==> config.mk <==
export PLATFORM = sky130hd
export DESIGN_NAME = arbitro_memoria_instrucoes
export DESIGN_NICKNAME = d
export VERILOG_FILES = /design/src/rtl/arbitro_memoria_instrucoes_pkg.sv /design/src/rtl/arbitro_memoria_instrucoes_detector_parada.sv /design/src/rtl/arbitro_memoria_instrucoes.sv
export SDC_FILE = /design/constraint.sdc
export NUM_CORES = 1
export LEC_CHECK = 0
export BUFFER_PORTS_ARGS = -buffer_cell sky130_fd_sc_hd__buf_4
export CAP_MARGIN = 10
export CORE_MARGIN = 2
export CORE_UTILIZATION = 38
export CTS_CLUSTER_SIZE = 14
export DETAILED_ROUTE_END_ITERATION = 10
export GPL_TIMING_DRIVEN = 0
export PLACE_DENSITY = 0.78
export SLEW_MARGIN = 20
export SYNTH_ARGS = -nofsm -noshare
export SYNTH_HDL_FRONTEND = slang
export SYNTH_SLANG_ARGS = --single-unit
==> constraint.sdc <==
create_clock -name Clock -period 2.2 [get_ports Clock]
set_clock_uncertainty 0.2 [all_clocks]
set_input_delay 0.11 -clock Clock [delete_from_list [all_inputs] [get_ports Clock]]
set_output_delay 0.11 -clock Clock [all_outputs]
set_load 0.02 [all_outputs]
==> src/rtl/arbitro_memoria_instrucoes_pkg.sv <==
// Shared definitions for the instruction-memory arbiter and the processor decoder.
// Opcodes, the NOP word and the arbiter phase encoding live here.
package arbitro_memoria_instrucoes_pkg;

  localparam int unsigned LARG_INSTR  = 32;
  localparam int unsigned LARG_OPCODE = 6;
  localparam int unsigned LARG_ALVO   = 26;

  localparam logic [LARG_OPCODE-1:0] OP_JUMP = 6'b000101;
  localparam logic [LARG_OPCODE-1:0] OP_NOP  = 6'b001100;

  localparam logic [LARG_INSTR-1:0] NOP_WORD = {OP_NOP, 26'd0};

  typedef enum logic [1:0] {
    CARGA    = 2'd0,
    EXECUCAO = 2'd1,
    PARADO   = 2'd2
  } estado_t;

  // Halt idiom: an unconditional jump whose target is its own address.
  function automatic logic eh_salto_para_si(input logic [LARG_INSTR-1:0] instrucao,
                                            input logic [LARG_ALVO-1:0]  endereco);
    return (instrucao[31:26] == OP_JUMP) && (instrucao[25:0] == endereco);
  endfunction

endpackage

==> src/rtl/arbitro_memoria_instrucoes_detector_parada.sv <==
// Flags the jump-to-self halt idiom on the word currently fetched at the PC.
// Out-of-range fetches never count as a halt because they read aliased memory.
module detector_parada
  import arbitro_memoria_instrucoes_pkg::*;
#(
  parameter int unsigned LARG_END = 32
) (
  input  logic [LARG_INSTR-1:0] instrucao,
  input  logic [LARG_END-1:0]   endereco,
  input  logic                  em_faixa,
  output logic                  parada_c
);

  assign parada_c = em_faixa && eh_salto_para_si(instrucao, LARG_ALVO'(endereco));

endmodule

==> src/rtl/arbitro_memoria_instrucoes.sv <==
// Single-port instruction memory arbiter: the loader owns the port in CARGA,
// the CPU fetch path owns it in EXECUCAO, and PARADO waits for a reload.
module arbitro_memoria_instrucoes
  import arbitro_memoria_instrucoes_pkg::*;
#(
  parameter int unsigned PROF     = 64,
  parameter int unsigned LARG_END = 32,
  parameter int unsigned LARG_CNT = 32
) (
  input  logic                    Clock,
  input  logic                    Reset,
  input  logic [LARG_END-1:0]     CpuEndereco,
  output logic [LARG_INSTR-1:0]   CpuInstrucao,
  output logic                    CpuEspera,
  input  logic [LARG_INSTR-1:0]   CargaDado,
  input  logic                    CargaValido,
  input  logic                    CargaUltimo,
  output logic                    CargaAceito,
  output logic [$clog2(PROF)-1:0] MemEndereco,
  output logic [LARG_INSTR-1:0]   MemDadoEscrita,
  output logic                    MemEscrita,
  input  logic [LARG_INSTR-1:0]   MemInstrucao,
  output logic                    Parado,
  output logic                    ErroEndereco,
  output logic [LARG_CNT-1:0]     ContadorCiclos
);

  localparam int unsigned LARG_MEM = $clog2(PROF);
  localparam logic [LARG_END-1:0] LIMITE_END = LARG_END'(PROF);
  localparam logic [LARG_MEM-1:0] ULTIMO_END = LARG_MEM'(PROF - 1);

  estado_t              estado;
  estado_t              proximo;
  logic [LARG_MEM-1:0]  ponteiro;
  logic                 em_faixa;
  logic                 parada_c;
  logic                 fim_carga;

  assign em_faixa  = (CpuEndereco < LIMITE_END);
  assign fim_carga = CargaAceito && (CargaUltimo || (ponteiro == ULTIMO_END));

  detector_parada #(
    .LARG_END (LARG_END)
  ) u_detector_parada (
    .instrucao (MemInstrucao),
    .endereco  (CpuEndereco),
    .em_faixa  (em_faixa),
    .parada_c  (parada_c)
  );

  // Phase register.
  always_ff @(posedge Clock) begin
    if (Reset) begin
      estado <= CARGA;
    end else begin
      estado <= proximo;
    end
  end

  // Phase transitions.
  always_comb begin
    proximo = estado;
    unique case (estado)
      CARGA: begin
        if (fim_carga) proximo = EXECUCAO;
      end
      EXECUCAO: begin
        if (parada_c) proximo = PARADO;
      end
      PARADO: begin
        if (CargaValido) proximo = CARGA;
      end
      default: proximo = CARGA;
    endcase
  end

  // Port steering and CPU-facing outputs; Reset blocks any write in its own cycle.
  always_comb begin
    CpuInstrucao   = NOP_WORD;
    CpuEspera      = 1'b1;
    CargaAceito    = 1'b0;
    MemEscrita     = 1'b0;
    MemEndereco    = ponteiro;
    MemDadoEscrita = CargaDado;
    unique case (estado)
      CARGA: begin
        CargaAceito = CargaValido && !Reset;
        MemEscrita  = CargaValido && !Reset;
      end
      EXECUCAO: begin
        CpuEspera   = 1'b0;
        MemEndereco = CpuEndereco[LARG_MEM-1:0];
        if (em_faixa) CpuInstrucao = MemInstrucao;
      end
      default: begin
      end
    endcase
  end

  assign Parado = (estado == PARADO);

  // Load pointer, executed-cycle counter and sticky address error.
  always_ff @(posedge Clock) begin
    if (Reset) begin
      ponteiro       <= '0;
      ContadorCiclos <= '0;
      ErroEndereco   <= 1'b0;
    end else begin
      if (estado == CARGA) begin
        if (CargaAceito) ponteiro <= fim_carga ? '0 : ponteiro + LARG_MEM'(1);
      end else begin
        ponteiro <= '0;
      end
      if (estado == EXECUCAO) begin
        if (ContadorCiclos != '1) ContadorCiclos <= ContadorCiclos + LARG_CNT'(1);
        if (!em_faixa) ErroEndereco <= 1'b1;
      end
    end
  end

endmodule

* Yosys cells after proc, flatten, opt, wreduce, memory -nomap -nowiden *
Cells that the tools add are included.

word-level totals
  output and inout port bits = 107
  logic and storage cells = 39
  input bits = 100
  register bits after elaboration = 41

operators by class
  $lt $le $gt $ge = 1
  equality and inequality tests = 9
  reduce and logical (&&, ||, !) cells = 11
  add/subtract/negate cells = 2
  multiplexer cells = 10
  bitwise operators = 2

operator list
  cell                     count
  $mux W32                 2
  $add A32 B1 Y32 const B  1
  $lt A32 B7 Y1 const B    1
  $ne A32 B32 Y1 const B   1
  $eq A26 B26 Y1           1
  $mux W6                  2
  $add A6 B1 Y6 const B    1
  $eq A6 B3 Y1 const B     1
  $eq A6 B6 Y1 const B     1
  $mux W2                  3
  $ne A2 B2 Y1 const B     3
  $pmux W2 S3              1
  $logic_and A1 B1 Y1      4
  $reduce_and A2 Y1        2
  $reduce_and A3 Y1        1
  $eq A2 B1 Y1 const B     1
  $eq A2 B2 Y1 const B     1
  $logic_not A2 Y1         1
  $mux W1                  2
  $not A1 Y1               2
  $reduce_or A2 Y1         1
  $logic_not A1 Y1         1
  $logic_or A1 B1 Y1       1

* Depth between registers and ports, before layout *
Gate-level depths: netlist of run 1.

  depth after elaboration = 6
  gate-level depth with buffers = 8
  gate-level depth less buffers = 6

* Cells and area by module *
A second synthesis of run 1 with hierarchy kept.

second synthesis, totals
  cells, all modules = 367
  area, all modules = 2924.1 µm²

by module, submodules not included
  module                      area an instance (µm²)  cells each  instances  seq. area each (µm²)
  arbitro_memoria_instrucoes  2616.3                  330         1          820.8
  detector_parada             307.8                   37          1          0.0

* Least setup slack after synthesis of run 1 *
OpenSTA, ideal clock, no wires.

  path type = flip-flop to flip-flop
  start = register ContadorCiclos[0]
  end = register ContadorCiclos[1]
  data required time = 1872 ps
  stages on the path, launching flop included = 9
  clock period less this slack = 2618 ps
  arrival = 2291 ps
  library setup time = 128 ps
  buffers on the path = 2
  path slack = -418 ps
  path through = dfxtp_1 ha_1 nand3_1 or4_1 buf_2 o31ai_4 buf_6 mux2i_1 nor2_1

on the way
  word-level cells in the longest chain between the ends = 2
  elaborated cells between the ends (all ways) = 3
  those cells by class = add/sub: 1; eq/ne: 1; reduce/logical: 1

RTL lines
  element                                                  RTL line                           source
  from (decl)                                              arbitro_memoria_instrucoes.sv:25   output logic [LARG_CNT-1:0] ContadorCiclos
  from (signal assigned)                                   arbitro_memoria_instrucoes.sv:115  if (ContadorCiclos != '1) ContadorCiclos <= ContadorCiclos + LARG_CNT'(1);
  branches (longest 2 deep; another with $add A32 B1 Y32)  --

Several ways; the timed one is not identified.
A chain may end at the register's enable or synchronous reset.

* Worst setup path in the final report of run 1 *
  start = register ContadorCiclos[15]
  end = register ContadorCiclos[10]

on the way
  word-level cells in the longest chain between the ends = 2

RTL lines
  element                      RTL line
  $ne A32 B32 Y1               arbitro_memoria_instrucoes.sv:115
  $reduce_and A2 Y1 (no line)  --

Every way passes these cells.

==> results summary, run 1 <==
The iteration count of the initial detailed-routing pass came out at 5. The slew at the pin with the worst max-slew slack is ~0.55 ns. The tree is rooted in a sky130_fd_sc_hd__clkbuf_8. Buffers placed on the I/O ports in this run total roughly 170.

The simple-gate share of the synthesized area is ~34%. The clock drives between 40 and 50 sinks. The floorplan die height is roughly 92 um. The final layout contains 688 nets. The leading register cell type out of synthesis is sky130_fd_sc_hd__dfxtp_1. The share of the synthesized area in compound gates (AO/OA/AOI/OAI) is between 10% and 20%. The detailed-route wire length per cell is 15.9 um. The count of state elements after synthesis is slightly above 40. The final estimated routing congestion in global placement is just under 0.9.

The required arrival time at the worst endpoint came out at 2.18 ns. The first global-routing pass estimated 15.8 mm of wire. The largest area contributor in the netlist is sky130_fd_sc_hd__dfxtp_1. The sequential cells in the finished layout cover a total of a little under 900 um2.

The count of pins on the block boundary is 207. In the post-synthesis netlist, the biggest area contributors are sky130_fd_sc_hd__dfxtp_1, sky130_fd_sc_hd__buf_4, sky130_fd_sc_hd__xor2_1. The aggregate routed wire length is 10.9 mm. The area of the core is about 7600 um2.

The remaining antenna violation count after routing came out at 0. After clock tree synthesis, the clock-pin slew on the worst setup and hold paths is around 0.080 ns. The post-synthesis instance total is 370. Sequential cells were found to cover between 20% and 30% of the synthesized design area.

The timing-limited maximum frequency came out at ~440 MHz. The max capacitance violation total came out at 0. The post-synthesis adder-cell area fraction came out at 0.851%. In this run the cell area of the synthesized design comes to 2940 um2. In the synthesized netlist, mux cells make up under 10% of the area. For this run, design rule violations remaining after detail routing come to 0. The reported leakage power is approximately 0.0023 uW. Setup repair after global routing could not meet its margin everywhere. The total area of multi-input combinational cells is between 1500 and 2000 um2.

In this run, CTS created clock tree buffers numbering 5. After synthesis, the largest family of logic cells by area is simple AND/OR/NAND/NOR gates. The final number of max-transition violations came out at 0.

The worst ir drop on vdd is a little under 0.4 mV. The synthesis warning total is 0. The final setup violation count came out at 5.

The placed instance count came out at approximately 650. The later-pin clock latency in the skew report is 0.30 ns. The number of antenna diodes in the final layout is 0. The number of different library cells used by synthesis comes to 52. In this run, synthesis inferred 0 flip-flops with an integrated enable.

The routed via count came out at about 3,500. The kind of start point of the critical path is a register. Excluding fillers, the count of instances in the completed layout stands at ~700. The power density over cell area came out at approximately 340 nW/um2.

TritonCTS built the clock tree. The ratio of cells with drive above 1 in the final layout came out at between 50% and 60%. The initial antenna violation count is 0. The pre-CTS setup slack came out at -0.298 ns. The post-synthesis average cell area is 7.95 um2. The max-slew headroom at the worst pin is a little under two thirds. The number of violations reported at the end of detailed-routing iteration 0 came out at 238. The H-tree level count came out at 2. The synthesis-to-layout area growth came out at 71.3%. The clock passes through at most 2 buffers. The run finished, with violations left.

The checks that failed: setup timing. The area share of the leading cell type in the synthesized netlist came out at between 20% and 30%. Across every metal layer, demand over resource in global routing totals about 23%.

The final critical path takes up 104% of the cycle. The die covers about 8500 um2. The async set-reset flop share out of synthesis is 0%. The critical path class is register to register.

The xor-xnor portion of the synthesized cell area is between 10% and 20%. Once layout is done, the placed cells without fillers occupy just over 5000 um2. The data arrival time at the worst-slack endpoint came out at between 2 and 2.5 ns. The min-delay analysis places its worst path in the category input pin to register. The half-perimeter wire length after detailed placement is ~8.1 mm. The routed design could run at a clock period as short as 2.29 ns.

The pin count of the biggest net entering global routing came out at 14. The number of placement rows came out at 32. Once the floorplan was initialized, standard cells occupied roughly two fifths of the core. The slack of the critical path is -0.0862 ns. Measured along the x axis, the die boundary spans around 92 um. In the routed layout, each cell is associated on average with a via count of roughly 5.1. The worst setup path is captured at a register. The number of failing hold endpoints at the final stage came to 0. Of all nets on the critical path, the largest fanout is 4. The number of nets in the synthesized netlist is 472. In this run the cell area measured after placement is roughly 4500 um2. The via count of the first global-routing pass is ~3,200. The total congestion overflow after global routing is 0.

After filler insertion, the fill cell instance count of the layout stands at 668.
[path summary, 6_finish.rpt]
path	startpoint	endpoint	slack (ns)	depth (start not counted)
worst max register to register	ContadorCiclos[15]	ContadorCiclos[10]	-0.09	6
worst min-delay path	CargaUltimo	estado[0]	0.05	4
worst min register to register	ErroEndereco	ErroEndereco	0.27	2
worst max-delay path	ContadorCiclos[15]	ContadorCiclos[10]	-0.09	6
[per-stage QoR]
| stage | util [%] | TNS, ns | power (uW) | hold slack, ns |
|---|---|---|---|---|
| 2_1_floorplan | - | -0.0297 | 948 | 0.0783 |
| 3_3_place_gp | 58.6 | -2.64 | 1150 | 0.190 |
| 3_5_place_dp | 58.6 | -3.92 | 1150 | 0.204 |
| 4_1_cts | 63.0 | -0.387 | 1700 | 0.0525 |
| 5_1_grt | 66.2 | -1.28 | 1780 | 0.0884 |
| 6_report | 66.2 | -0.163 | 1700 | 0.0520 |
[kinds of logic (layout without fill, tap and decap cells)]
group	after synthesis	in the layout
simple gates	177	177
buf+inv	55	272
compound gates	54	54
flops	41	41
xor+xnor	38	38
mux	3	3
fa+ha+maj	2	2
[power by group]
part           leakage, uW  switching (uW)  total, uW  internal [uW]
Sequential        0.000349            6.53        736            729
Combinational      0.00187             190        408            218
Clock            0.0000500             265        553            288
[flip-flops by register name, summed over array words and instances, names as in the netlist]
| signal | cells |
|---|---|
| ContadorCiclos | 32 |
| ponteiro | 6 |
| estado | 2 |
| ErroEndereco | 1 |
[Yosys cell counts, drive strengths merged (2+ instances only)]
master	instances
mux2	2
and3	4
clkbuf	9
o311ai	2
xnor2	15
nand4	10
nor4	15
or4b	2
o21a	3
a21oi	18
or4	12
xor2	23
inv	8
nand2	35
o31a	2
nor3	5
a311oi	3
o31ai	8
nor2b	4
dfxtp	41
nor2	27
o21ai	8
buf	37
o41ai	2
o2111ai	3
nand3	14
and2	32
and4	3
ha	2
or3	11
[routing by layer]
| layer | vias to the layer above | track usage (%) | share of wire, % |
|---|---|---|---|
| met1 | 1597 | 30.6 | 42 |
| met4 | 0 | 4.23 | 0.97 |
| met5 | - | 0 | 0 |
| li1 | 1726 | - | - |
| met2 | 180 | 39.3 | 50 |
| met3 | 12 | 4.52 | 7.7 |
[area by class of cell]
cell class | count | area share, %
multi-input cells | 274 | 38.9
repair buffers | 211 | 31.7
flip-flops and latches | 41 | 17.7
plain buffers | 45 | 6.43
well taps | 102 | 2.53
clock buffers | 6 | 1.86
inverters | 8 | 0.596
clock inverters | 2 | 0.224
[timing repair]
| action | in CTS | in global routing |
|---|---|---|
| resized for setup | 18 | 48 |
| hold buffers | 1 | 0 |
| cloned | 1 | 0 |
| endpoints found under the setup margin | 27 | 56 |
| pin swaps | 9 | 29 |
| hold endpoints to repair | 1 | 0 |
| buffers inserted | 18 | 18 |
[layout by cell type (no fill, tap or decap), types with 4 or more instances in the layout]
master                       n
sky130_fd_sc_hd__buf_4     240
sky130_fd_sc_hd__nand2_1    34
sky130_fd_sc_hd__and2_1     32
sky130_fd_sc_hd__nor2_1     26
sky130_fd_sc_hd__xor2_1     23
sky130_fd_sc_hd__dfxtp_4    15
sky130_fd_sc_hd__xnor2_1    15
sky130_fd_sc_hd__dfxtp_2    13
sky130_fd_sc_hd__dfxtp_1    13
sky130_fd_sc_hd__a21oi_1    12
sky130_fd_sc_hd__nor4_1     11
sky130_fd_sc_hd__nand3_1    10
sky130_fd_sc_hd__nand4_1     9
sky130_fd_sc_hd__or3_1       8
sky130_fd_sc_hd__inv_1       6
sky130_fd_sc_hd__o31ai_1     6
sky130_fd_sc_hd__a21oi_2     6
sky130_fd_sc_hd__or4_1       6
sky130_fd_sc_hd__or4_4       5
sky130_fd_sc_hd__clkbuf_8    5
sky130_fd_sc_hd__clkbuf_1    4
sky130_fd_sc_hd__clkbuf_2    4
sky130_fd_sc_hd__and3_1      4
sky130_fd_sc_hd__nor3_1      4
sky130_fd_sc_hd__o21ai_0     4
sky130_fd_sc_hd__buf_6       4
[worst max-delay path, stage by stage (launching register included)]
cell and delay (ns):
sky130_fd_sc_hd__dfxtp_4 0.37, sky130_fd_sc_hd__nand4_1 0.26, sky130_fd_sc_hd__or3_4 0.50, sky130_fd_sc_hd__buf_4 0.16, sky130_fd_sc_hd__nor3_2 0.13, sky130_fd_sc_hd__and4b_1 0.24
sky130_fd_sc_hd__mux2_1 0.31
Power figures use the tool's default switching activity.
==> run 2, diff against run 1 <==
==> constraint.sdc (replaced) <==
create_clock -name Clock -period 2.2 [get_ports Clock]
set_clock_uncertainty 0.2 [all_clocks]
set_input_delay 0.44 -clock Clock [delete_from_list [all_inputs] [get_ports Clock]]
set_output_delay 0.44 -clock Clock [all_outputs]
set_load 0.02 [all_outputs]
==> results summary, run 2 (synthesis gave the netlist of run 1 again) <==
The floorplan die height is 92.0 um (unchanged). The synthesis-to-layout area growth came out at 95.7%. The later-pin clock latency in the skew report came out at 0.31 ns (about the same). The count of pins on the block boundary is 207 (unchanged). The area of the core is 7610 um2 (unchanged). The ratio of cells with drive above 1 in the final layout was 66.2% (+11 points).

The aggregate routed wire length came out at 14.4 mm (+32%). The maximum net fanout on the critical path came out at 6 (+2). Clock tree synthesis selected as its root buffer the cell sky130_fd_sc_hd__clkbuf_8.

The path type of the worst min-delay path is register to register. The initial core utilization came to 38.7% (unchanged). The data arrival time at the worst-slack endpoint was 2.17 ns (-0.10 ns).

The initial antenna violation count came out at 0 (unchanged). The number of failing hold endpoints at the final stage is 0 (unchanged). TritonCTS built the clock tree.

The time the worst path needs with I/O delays and setup came out at 2.81 ns (+0.523 ns). The pin count of the biggest net entering global routing is 14 (unchanged). More flip-flops sit in one register than any other, and that register is ContadorCiclos. The final period utilization is 128% (+24 points).

The setup slack of the most critical reg-to-reg path was -0.18 ns (-0.09 ns). The timing-limited maximum frequency was 356 MHz (-19%). The slew at the pin with the worst max-slew slack came out at 0.631 ns (+0.0855 ns).

The top cell types in the final layout, fill and taps aside, are sky130_fd_sc_hd__buf_4, sky130_fd_sc_hd__buf_6, sky130_fd_sc_hd__nand2_1. The net total in the final layout is 713 (+3.6%). Setup repair after global routing could not meet its margin everywhere.

The area of placed instances is 4500 um2 (+1.0%). The max-slew headroom at the worst pin is 57.9% (-5.7 points). The slack of the critical path is -0.609 ns (-0.523 ns). The horizontal extent of the die is 92.0 um (unchanged). The required arrival time at the worst endpoint is 1.56 ns (-0.62 ns).

The routed via count divided by cell count came out at 5.58 (+9.4%). The residual DRC count is 0 (unchanged). The final core utilization came to 75.6% (+9.4 points). The routed via count came to 3,985 (+13%). The checks that failed: setup timing. The reported leakage power is 0.00257 uW (+13%). The number of placement rows is 32 (unchanged). The iteration count of the initial detailed-routing pass came out at 5 (unchanged). The number of violations reported at the end of detailed-routing iteration 0 is 319 (+34%). The total routing usage reported by global routing came to 27.8% (+4.8 points). The final estimated routing congestion in global placement is 0.881 (+0.93%). The wire length of the first global-routing pass is 18.7 mm (+18%). The area of the die is 8460 um2 (unchanged). The run finished, with violations left. The H-tree level count is 2 (unchanged). The number of buffers created by CTS is 5 (unchanged). The half-perimeter wire length after detailed placement is 8.70 mm (+7.5%). The final number of max-transition violations was 0 (unchanged). The CTS clock-pin slew for the worst setup and hold paths came out at 0.08 ns (about the same). The power density over cell area came to 318 nW/um2 (-5.8%). The kind of start point of the critical path is an input pin.

The count of input and output buffers came to 173 (unchanged). The worst ir drop on vdd is 0.271 mV (-31%). The final setup violation count came out at 66 (+61). The number of sinks handled by clock tree synthesis came out at 41 (unchanged). The setup path with the least slack is of type input pin to output pin. The flip-flop count of the largest register after layout is 32 (unchanged). The cell area after layout is 5750 um2 (+14%).

The max capacitance violation total came out at 0 (unchanged). The via count of the first global-routing pass is 3,522 (+9.2%). The remaining antenna violation count after routing is 0 (unchanged). The sequential cell area in the final layout came out at 897 um2 (+0.42%). The most common cell after layout, fill and taps aside is sky130_fd_sc_hd__buf_4.

The total congestion overflow after global routing was 0 (unchanged). The total area of multi-input combinational cells came out at 2230 um2 (+14%). The maximum buffer depth of the clock tree came out at 2 (unchanged).

The worst-case hold slack is 0.290 ns (+0.238 ns). The count of antenna diodes in the layout is 0 (unchanged). The largest registers in the layout are ContadorCiclos x32, ponteiro x6, estado x2. The number of buffers inserted for hold repair after clock tree synthesis is 0 (-1). The number of fill cells in the layout was 532 (-20%). The pre-CTS setup slack is -0.824 ns (-0.526 ns).

The detailed-route wire length per cell came out at 20.2 um (+27%). The critical path capture point type is an output pin.
[run 2: cell types whose count changed in the layout (fill, tap and decap cells not counted), moves of 3 or more]
cell	delta
sky130_fd_sc_hd__and2_1	-30
sky130_fd_sc_hd__and2_2	+5
sky130_fd_sc_hd__and2_4	+25
sky130_fd_sc_hd__buf_4	-23
sky130_fd_sc_hd__buf_6	+48
sky130_fd_sc_hd__buf_8	+3
sky130_fd_sc_hd__clkbuf_2	-4
sky130_fd_sc_hd__dfxtp_1	-3
sky130_fd_sc_hd__dfxtp_2	+3
sky130_fd_sc_hd__nor4_1	-4
sky130_fd_sc_hd__nor4_4	+4
sky130_fd_sc_hd__o31ai_1	-3
[run 2: power breakdown]
part	leakage, uW	switching (uW)	internal, uW
sequential	0.000351	6.33	729
clock	0.0000552	290	337
combinational	0.00216	221	243
[run 2: worst paths after layout]
check | start | endpoint | cells after the start
worst max-delay path | CpuEndereco[18] | CpuInstrucao[8] | 9
worst min-delay path | ErroEndereco | ErroEndereco | 2
worst max register to register | estado[0] | ContadorCiclos[31] | 9
worst min register to register | ErroEndereco | ErroEndereco | 2
[run 2: layout make-up]
class                      count  share of cell area, %
multi-input combinational    274                   38.7
timing repair buffer         237                   34.8
sequential                    41                   15.6
buffer                        44                   6.20
tap                          102                   2.22
clock buffer                   6                   1.26
inverter                       8                  0.652
clock inverter                 2                  0.609
[run 2: what timing repair did]
item / 4_1_cts / 5_1_grt
setup endpoints to repair: 71 / 72
gates cloned: 1 / 3
setup buffers: 34 / 27
resized for setup: 66 / 116
pin swaps: 16 / 50
[run 2: per-layer routing]
layer | vias up | global-route usage [%] | wire length [um] | part of all wire (%)
met1 | 1908 | 35.2 | 5440 | 38
li1 | 1779 | - | - | -
met5 | - | 0 | 0 | 0
met3 | 46 | 5.09 | 1050 | 7.3
met4 | 0 | 8.71 | 578 | 4.0
met2 | 252 | 48.0 | 7330 | 51
[run 2: worst max-delay path, cell delays in order]
cell                        delay [ns]
sky130_fd_sc_hd__buf_4            0.12
sky130_fd_sc_hd__nor4_1           0.50
sky130_fd_sc_hd__nand4_1          0.25
sky130_fd_sc_hd__buf_4            0.21
sky130_fd_sc_hd__nor2_4           0.11
sky130_fd_sc_hd__buf_12           0.14
sky130_fd_sc_hd__clkbuf_16        0.14
sky130_fd_sc_hd__and2_4           0.14
sky130_fd_sc_hd__buf_6            0.11
[run 2: per-stage QoR]
step	std cells	TNS, ns	total power [uW]
CTS	687	-10.53	1770
global route	714	-22.83	1870
finish	714	-21.97	1830
global placement	645	-25.06	1150
floorplan	370	-0.485	950
detailed placement	645	-26.92	1160
==> run 3, diff against run 2 <==
--- a/config.mk
+++ b/config.mk
@@ -12,7 +12,7 @@
 export CTS_CLUSTER_SIZE = 14
 export DETAILED_ROUTE_END_ITERATION = 10
 export GPL_TIMING_DRIVEN = 0
-export PLACE_DENSITY = 0.78
+export PLACE_DENSITY = 0.74
 export SLEW_MARGIN = 20
 export SYNTH_ARGS = -nofsm -noshare
 export SYNTH_HDL_FRONTEND = slang
==> results summary, run 3 (synthesis gave the netlist of run 1 again) <==
The routed via count divided by cell count came out at 5.41 (-3.0%). The half-perimeter wire length after detailed placement is 8.24 mm (-5.3%). The count of pins on the block boundary came out at 207 (unchanged).

The area of the die is 8460 um2 (unchanged). Setup repair after global routing could not meet its margin everywhere. The checks that failed: setup timing.

The aggregate routed wire length came out at 12.4 mm (-14%). The largest registers in the layout are ContadorCiclos x32, ponteiro x6, estado x2. In the layout the commonest cells are sky130_fd_sc_hd__buf_4, sky130_fd_sc_hd__buf_6, sky130_fd_sc_hd__nand2_1. The detailed-route wire length per cell is 17.8 um (-12%). The setup TNS is -11.42 ns (+10.55 ns).

The required arrival time at the worst endpoint was 1.56 ns (about the same). The total congestion overflow after global routing came out at 0 (unchanged). The wire length of the first global-routing pass came to 17.0 mm (-9.2%). The final setup violation count came out at 60 (-9.1%). The final period utilization is 118% (-10 points). The flow ran to the end, but the final reports show violations. The number of buffers inserted for hold repair after clock tree synthesis came out at 0 (unchanged). The slack of the critical path is -0.386 ns (+0.223 ns). The max capacitance violation total came out at 0 (unchanged). The number of sinks handled by clock tree synthesis came to 41 (unchanged). The area of the core came out at 7610 um2 (unchanged). The power density over cell area came out at 307 nW/um2 (-3.4%). The routed via count came out at 3,785 (-5.0%). The CTS root buffer is sky130_fd_sc_hd__clkbuf_8.

The worst ir drop on vdd came out at 0.248 mV (-8.6%). The count of antenna diodes in the layout came out at 0 (unchanged). The area of placed instances came out at 4500 um2 (unchanged). STA classifies the critical path startpoint as an input pin.

The initial antenna violation count came out at 0 (unchanged). The floorplan die height came out at 92.0 um (unchanged). The CTS clock-pin slew for the worst setup and hold paths is 0.09 ns (about the same).

The path class of the tightest hold or removal check is input pin to register. The pin count of the biggest net entering global routing came out at 14 (unchanged). The final estimated routing congestion in global placement is 0.932 (+5.8%). The library cell used most frequently in the layout, excluding fill and tap cells, is sky130_fd_sc_hd__buf_4.

The critical path is of the input pin to output pin type. The iteration count of the initial detailed-routing pass is 5 (unchanged). The total routing usage reported by global routing is 24.8% (-3.1 points).

The timing-limited maximum frequency is 387 MHz (+8.6%). The horizontal extent of the die is 92.0 um (unchanged). The reported leakage power came out at 0.00244 uW (-4.8%). The ratio of cells with drive above 1 in the final layout came to 64.7% (-1.5 points). The residual DRC count is 0 (unchanged). TritonCTS built the clock tree. The synthesis-to-layout area growth is 87.8%.

The remaining antenna violation count after routing is 0 (unchanged). The register containing the most flip-flops in the final layout is ContadorCiclos. The later-pin clock latency in the skew report is 0.30 ns (about the same). The slew at the pin with the worst max-slew slack is 0.606 ns (-0.0254 ns). The max-slew headroom at the worst pin is 59.6% (+1.7 points). STA classifies the critical path endpoint as an output pin.

The number of violations reported at the end of detailed-routing iteration 0 is 223 (-30%). The count of input and output buffers is 173 (unchanged). The time the worst path needs with I/O delays and setup came out at 2.59 ns (-0.223 ns). The maximum buffer depth of the clock tree is 2 (unchanged). The number of placement rows came out at 32 (unchanged).

The flip-flop count of the largest register after layout came out at 32 (unchanged). The final number of max-transition violations is 0 (unchanged). The pre-CTS setup slack is -0.780 ns (+0.0446 ns). The H-tree level count is 2 (unchanged). The number of buffers created by CTS is 5 (unchanged). The maximum net fanout on the critical path is 3 (-3). The data arrival time at the worst-slack endpoint came out at 1.95 ns (-0.22 ns).

The final core utilization was 72.6% (-3.0 points). The cell area after layout is 5520 um2 (-4.0%). The number of failing hold endpoints at the final stage is 0 (unchanged). The net total in the final layout is 698 (-2.1%). The initial core utilization came out at 38.7% (unchanged). The via count of the first global-routing pass was 3,287 (-6.7%).
run 3: cell types whose count changed in the layout (fill, tap and decap cells not counted), moves of 4 or more:
| cell | change |
|---|---|
| sky130_fd_sc_hd__dfxtp_2 | -4 |
| sky130_fd_sc_hd__a21oi_2 | +4 |
| sky130_fd_sc_hd__buf_4 | -15 |
| sky130_fd_sc_hd__o31ai_1 | +4 |
| sky130_fd_sc_hd__a21oi_1 | -4 |
| sky130_fd_sc_hd__and2_4 | -23 |
| sky130_fd_sc_hd__and2_2 | +23 |
run 3: repair_timing:
action / 4_1_cts / 5_1_grt
pin swaps: 17 / 36
cloned: 1 / 0
setup buffers: 29 / 18
endpoints found under the setup margin: 66 / 67
resized for setup: 55 / 99
run 3: path summary, 6_finish.rpt:
check	startpoint	end	slack (ns)	cells after the start
hold reg to reg	ErroEndereco	ErroEndereco	0.28	2
setup / recovery	CpuEndereco[24]	CpuInstrucao[28]	-0.39	7
setup reg to reg	ContadorCiclos[5]	ContadorCiclos[8]	-0.12	6
hold / removal	CargaValido	estado[1]	0.22	4
run 3: power breakdown:
group	switching, uW	internal (uW)
Sequential	6.41	727
Clock	282	219
Combinational	213	246
run 3: final cells by class:
class / count / area, um2
multi-input cells: 274 / 2140
fillers: 591 / 2080
repair buffers: 221 / 1860
flip-flops and latches: 41 / 900
plain buffers: 45 / 365
well taps: 102 / 128
clock buffers: 5 / 68.8
inverters: 8 / 37.5
clock inverters: 3 / 17.5
run 3: metal layers:
| metal | part of all wire [%] | vias to the layer above | global-route usage, % |
|---|---|---|---|
| li1 | - | 1747 | - |
| met1 | 38 | 1783 | 31.6 |
| met2 | 51 | 218 | 43.7 |
| met3 | 8.0 | 37 | 5.18 |
| met4 | 2.4 | 0 | 4.10 |
| met5 | 0 | - | 0 |
run 3: stage by stage:
stage	hold slack [ns]	power (uW)	cells
after floorplan	0.267	950	370
after global placement	0.254	1150	645
after detailed placement	0.261	1150	645
after CTS	0.207	1660	682
after global routing	0.231	1750	699
final	0.216	1690	699
run 3: worst max-delay path, stage by stage:
cell and delay (ns):
sky130_fd_sc_hd__buf_8 0.10, sky130_fd_sc_hd__nor4_4 0.25, sky130_fd_sc_hd__and4_1 0.25, sky130_fd_sc_hd__nand4_1 0.20, sky130_fd_sc_hd__buf_4 0.23, sky130_fd_sc_hd__or3_4 0.33
sky130_fd_sc_hd__buf_6 0.14
